[src/rtl/seq_gen_multiphase.sv]
// seq_gen_multiphase
//   Multi-phase count-sequence generator used for EVA control sequencing.
//   A run steps through NPH phases. Each phase counts up or down by one
//   until seq_no equals that phase's end value. It then loads the phase's
//   reload value and moves on to the next phase. After the last phase the
//   block pulses done for one cycle and goes back to IDLE.
//
// Optional feature (compile-time macro SEQ_GEN_LOOP_EN):
//   Adds the loop input. When loop is high at the terminal of the last
//   phase, the run restarts from START_VAL. done still pulses for that
//   cycle and busy stays high.
//
// Ports
//   clk         rising-edge clock
//   rst         synchronous reset, active-high
//   start       begin a run (only honoured in IDLE)
//   abort       cancel a run, back to IDLE, no done
//   step_en     advance enable while running (0 = hold)
//   cfg_dir     per-phase direction, 1 = up
//   cfg_end     per-phase terminal value, field p at [p*W +: W]
//   cfg_reload  per-phase reload value loaded at terminal
//   loop        free-running request (SEQ_GEN_LOOP_EN only)
//   seq_no      current sequence value
//   phase       current phase index
//   state       0 IDLE, 1 RUN, 2 DONE
//   busy        high while in RUN
//   done        one-cycle completion pulse
//
// state  | meaning
// -------+---------------------------------------------
// IDLE   | waiting for start, seq_no/phase forced to 0
// RUN    | counting through phases on step_en
// DONE   | single cycle, done=1, seq_no = last reload
module seq_gen_multiphase #(
  parameter int              W         = 4,
  parameter int              NPH       = 4,
  parameter logic [W-1:0]    START_VAL = '0,
  localparam int             PW        = (NPH > 1) ? $clog2(NPH) : 1
) (
  input  logic               clk,
  input  logic               rst,
  input  logic               start,
  input  logic               abort,
  input  logic               step_en,
  input  logic [NPH-1:0]     cfg_dir,
  input  logic [NPH*W-1:0]   cfg_end,
  input  logic [NPH*W-1:0]   cfg_reload,
`ifdef SEQ_GEN_LOOP_EN
  input  logic               loop,
`endif
  output logic [W-1:0]       seq_no,
  output logic [PW-1:0]      phase,
  output logic [1:0]         state,
  output logic               busy,
  output logic               done
);

  localparam logic [1:0]    S_IDLE  = 2'd0;
  localparam logic [1:0]    S_RUN   = 2'd1;
  localparam logic [1:0]    S_DONE  = 2'd2;
  localparam logic [PW-1:0] LAST_PH = PW'(NPH - 1);

  logic [1:0]       state_q, state_d;
  logic [W-1:0]     seq_q, seq_d;
  logic [PW-1:0]    phase_q, phase_d;
  logic             busy_q, busy_d;
  logic             done_q, done_d;
  logic [NPH-1:0]   dir_q, dir_d;
  logic [NPH*W-1:0] end_q, end_d;
  logic [NPH*W-1:0] reload_q, reload_d;

  logic [W-1:0]     cur_end;
  logic [W-1:0]     cur_reload;
  logic             cur_dir;

  // Only the shadow copies are used in the datapath. Changes to the cfg
  // inputs during a run therefore cannot disturb the sequence.
  always_comb begin
    cur_end    = end_q[phase_q*W +: W];
    cur_reload = reload_q[phase_q*W +: W];
    cur_dir    = dir_q[phase_q];
  end

  always_comb begin
    state_d  = state_q;
    seq_d    = seq_q;
    phase_d  = phase_q;
    done_d   = 1'b0;
    dir_d    = dir_q;
    end_d    = end_q;
    reload_d = reload_q;

    case (state_q)
      S_IDLE: begin
        seq_d   = '0;
        phase_d = '0;
        if (start) begin
          state_d  = S_RUN;
          seq_d    = START_VAL;
          dir_d    = cfg_dir;
          end_d    = cfg_end;
          reload_d = cfg_reload;
        end
      end
      S_RUN: begin
        // abort wins over both stepping and terminal detection
        if (abort) begin
          state_d = S_IDLE;
          seq_d   = '0;
          phase_d = '0;
        end else if (step_en) begin
          if (seq_q == cur_end) begin
            seq_d = cur_reload;
            if (phase_q == LAST_PH) begin
              phase_d = '0;
              done_d  = 1'b1;
`ifdef SEQ_GEN_LOOP_EN
              if (loop) begin
                seq_d = START_VAL;
              end else begin
                state_d = S_DONE;
              end
`else
              state_d = S_DONE;
`endif
            end else begin
              phase_d = phase_q + 1'b1;
            end
          end else if (cur_dir) begin
            seq_d = seq_q + 1'b1;
          end else begin
            seq_d = seq_q - 1'b1;
          end
        end
      end
      S_DONE: begin
        state_d = S_IDLE;
        seq_d   = '0;
        phase_d = '0;
      end
      default: begin
        state_d = S_IDLE;
        seq_d   = '0;
        phase_d = '0;
      end
    endcase

    busy_d = (state_d == S_RUN);
  end

  always_ff @(posedge clk) begin
    if (rst) begin
      state_q  <= S_IDLE;
      seq_q    <= '0;
      phase_q  <= '0;
      busy_q   <= 1'b0;
      done_q   <= 1'b0;
      dir_q    <= '0;
      end_q    <= '0;
      reload_q <= '0;
    end else begin
      state_q  <= state_d;
      seq_q    <= seq_d;
      phase_q  <= phase_d;
      busy_q   <= busy_d;
      done_q   <= done_d;
      dir_q    <= dir_d;
      end_q    <= end_d;
      reload_q <= reload_d;
    end
  end

  assign seq_no = seq_q;
  assign phase  = phase_q;
  assign state  = state_q;
  assign busy   = busy_q;
  assign done   = done_q;

endmodule
[config.mk]
export PLATFORM = sky130hd
export DESIGN_NAME = seq_gen_multiphase
export DESIGN_NICKNAME = d
export VERILOG_FILES = /design/src/rtl/seq_gen_multiphase.sv
export SDC_FILE = /design/constraint.sdc
export NUM_CORES = 1
export LEC_CHECK = 0
export ABC_AREA = 1
export BUFFER_PORTS_ARGS = -buffer_cell sky130_fd_sc_hd__buf_4
export CAP_MARGIN = 30
export CORE_MARGIN = 2
export CORE_UTILIZATION = 50
export DETAILED_ROUTE_END_ITERATION = 6
export PLACE_DENSITY = 0.75
export SKIP_CTS_REPAIR_TIMING = 1
export SKIP_LAST_GASP = 1
export SYNTH_ARGS = -nofsm -noshare
export SYNTH_HDL_FRONTEND = slang
export SYNTH_SLANG_ARGS = --single-unit
[constraint.sdc]
create_clock -name clk -period 2.4 [get_ports clk]
set_clock_uncertainty 0.1 [all_clocks]
set_input_delay 0.12 -clock clk [delete_from_list [all_inputs] [get_ports clk]]
set_output_delay 0.12 -clock clk [all_outputs]
set_load 0.05 [all_outputs]
==> flow_summary.yaml <==
critical_path:
  rr_startpoint: "phase[0]$_SDFFE_PP0N_"
  r2r_cells: 13
  arrival_ns: 2.26
  slowest_delay_ns: 0.48
  crit_fanout: 8
  critPathLaunch: "phase[0]$_SDFFE_PP0N_"
  critPathKind: "reg2reg"
  cp-endpoint: "seq_no[3]$_SDFFE_PP0P_"
  regToRegSetupSlack_ns: 0.27
  path_common_cell: "nand2_1"
  crit_required_ns: 2.54
  crit_family: "simple AND/OR/NAND/NOR gates"
  critPathBufInv: 0
  slowest_stage: "dfxtp_1"
  reg2reg_to: "seq_no[3]$_SDFFE_PP0P_"
  cp_cell_sequence: "nand2_1 > o211ai_1 > nand2_1 > ha_1 > a21oi_1 > nand2_1 > nand2_1 > nand2_1 > nand3_1 > nand2_1 > nand2_1 > nand3_1 > a21oi_1"
  crit_cells: 13
  cp-start-kind: "register"
  cp-end-kind: "register"
drt:
  wl_per_cell_um: 12.2
  routed_wl_um: 5280
  route.detailed.drc: 0
  drt.antenna.violating_nets: 0
  vias: 2171
  first_pass_iters: 4
  vias_per_cell: 5.04
  drt_iter0_drc: 114
logic_synthesis:
  async_flop_share_pct: 0
  synthMuxAreaShare_pct: 0
  yosysSeqAreaShare_pct: 42.3
  yosysWarnings: 0
  synth.most_common_cell: "nand2_1"
  ys_top_cells_by_area: "dfxtp_1, nand2_1, a21oi_1"
  syn_avg_cell_area_um2: 7.14
  synth_top_family_by_area: "simple AND/OR/NAND/NOR gates"
  synth-main-ff-cell: "dfxtp_1"
  synth_cells: 305
  synthXorXnorAreaFrac_pct: 0.402
  synth_common_cells: "nand2_1, dfxtp_1, a21oi_1"
  yosysTopAreaCellShare_pct: 42.3
  ys_ff_latch: 46
  syn-num-nets: 350
  synth_cell_types: 27
  yosys.area.top_type: "dfxtp_1"
  syn_area_um2: 2180
  synth_edf_count: 0
  synthAdderAreaFrac_pct: 2.64
  synth_compound_area_share_pct: 14.5
  synthSimpleGateAreaFrac_pct: 34.0
clock_network:
  clk_pin_slew_ns: 0.08
  numCtsBuffers: 5
  clock_latency_ns: 0.30
  cts_sinks: 46
  htree_levels: 2
  tritoncts: "yes"
  clockBufferDepth: 2
  root_buffer: "clkbuf_8"
timing:
  grt_setup_unrepaired: "no"
  finalCritPeriodShare_pct: 88.6
  relSlewSlack_pct: 72.8
  hold_violations: 5
  min_period_ns: 2.13
  worst_pin_slew_ns: 0.408
  hold_slack_ns: -0.0280
  slew_viol_final: 0
  setup_violations: 0
  max_freq_ghz: 0.470
  setup-tns-final_ns: 0
power:
  pwr_density_cell_nw_per_um2: 535
  leakagePower_nw: 1.28
  max-vdd-ir-drop_mv: 0.410
  power_mw: 1.58
die:
  start_util_pct: 53.3
  core_area_um2: 4090
  die_height_um: 70.0
  dieWidth_um: 70.0
  row_count: 23
  ios: 51
  dieArea_um2: 4900
worst_hold_path:
  hp-class: "in2reg"
placed_design:
  post-dp-hpwl_um: 3500
  postPlaceCellArea_um2: 2580
  numPortBuffers: 50
  place_congestion: 0.891
grt:
  grt_usage_pct: 20.5
  overflow: 0
  grt_pass1_wl_um: 8180
  grt_max_degree: 42
  first_global_vias: 1832
  antenna_found_initial: 0
outcome:
  violations: "negative hold slack"
  status: "finished, violations left"
final_layout:
  final_util_pct: 72.3
  antenna_cells: 0
  syn_to_final_growth_pct: 35.6
  drive_gt1_share_pct: 21.0
  layout.nets: 426
  postLayoutCellArea_um2: 2950
run:
  maxCapViolCount: 0
==> sequential cells by signal, indices dropped and copies added, names as in the netlist <==
| register | cells |
|---|---|
| end_q | 16 |
| reload_q | 16 |
| dir_q | 4 |
| seq_no | 4 |
| phase | 2 |
| state | 2 |
| busy | 1 |
| done | 1 |
==> logic make-up after synthesis <==
kind of cell | count (synthesis)
AO/OA/AOI/OAI | 59
XOR/XNOR | 1
adder cells (fa/ha/maj) | 4
buffers and inverters | 31
flip-flops | 46
AND/OR/NAND/NOR | 164
==> metal layers <==
metal  wire length (µm)  vias to the layer above  global-route usage [%]  part of all wire [%]
li1                   -                     1141                       -                     -
met1               2550                      988                    28.0                    48
met2               2510                       37                    32.1                    48
met3                174                        5                    5.34                   3.3
met4                 46                        0                    5.77                  0.87
met5                  0                        -                       0                     0
==> power by group <==
part	total [mW]	leakage, nW	internal (mW)	switching [mW]
registers	0.828	0.377	0.803	0.0248
clock network	0.452	0.0373	0.200	0.252
logic	0.298	0.862	0.143	0.155
==> worst min-delay path by stage <==
stage	startpoint	endpoint	slack, ns	cells after the start
2_1_floorplan	cfg_dir[1]	dir_q[1]$_SDFFE_PP0P_	0.16	2
3_3_place_gp	cfg_end[3]	end_q[3]$_SDFFE_PP0P_	0.27	3
3_5_place_dp	cfg_reload[4]	reload_q[4]$_SDFFE_PP0P_	0.28	3
4_1_cts	cfg_reload[4]	reload_q[4]$_SDFFE_PP0P_	-0.04	3
5_1_grt	cfg_end[13]	end_q[13]$_SDFFE_PP0P_	-0.001	3
6_report	cfg_reload[8]	reload_q[8]$_SDFFE_PP0P_	-0.03	3
==> worst min-delay path: stages <==
cell and delay (ns):
buf_4 0.10, nand2_1 0.05, a21oi_1 0.05
==> cells in the final DEF (no fill, tap or decap) <==
master and instances:
nand3_1 18, fa_1 1, nor2_4 4, clkbuf_8 5, dlygate4sd3_1 29, nand3b_1 1, a211oi_1 2, nand3_2 5
a32o_1 1, o22ai_1 2, o21ai_0 6, o211ai_1 2, a21oi_1 45, nor2_1 12, xor2_1 1, ha_1 3
clkinvlp_4 1, nand2_4 2, nand4_2 1, inv_2 2, nand2_1 115, clkinv_1 1, nor3_1 2, inv_1 12
buf_4 56, nand2_2 4, dfxtp_1 46, o22a_1 1, clkbuf_1 1
==> final cells by class <==
class,count,area [µm²]
fill,336,1130
multi-input combinational,228,1120
sequential,46,921
inverter,15,56.3
timing repair buffer,85,711
tap,50,62.6
clock inverter,1,7.51
clock buffer,6,72.6
==> per-stage QoR <==
step	std cells	hold slack, ns	setup WS, ns
after detailed placement	395	0.280	0.294
final	431	-0.0280	0.273
after global routing	431	-0.00107	0.00797
after CTS	402	-0.0425	0.282
after global placement	395	0.272	0.381
after floorplan	305	0.165	0.0307
No activity file was read; power rests on OpenSTA's default activity.
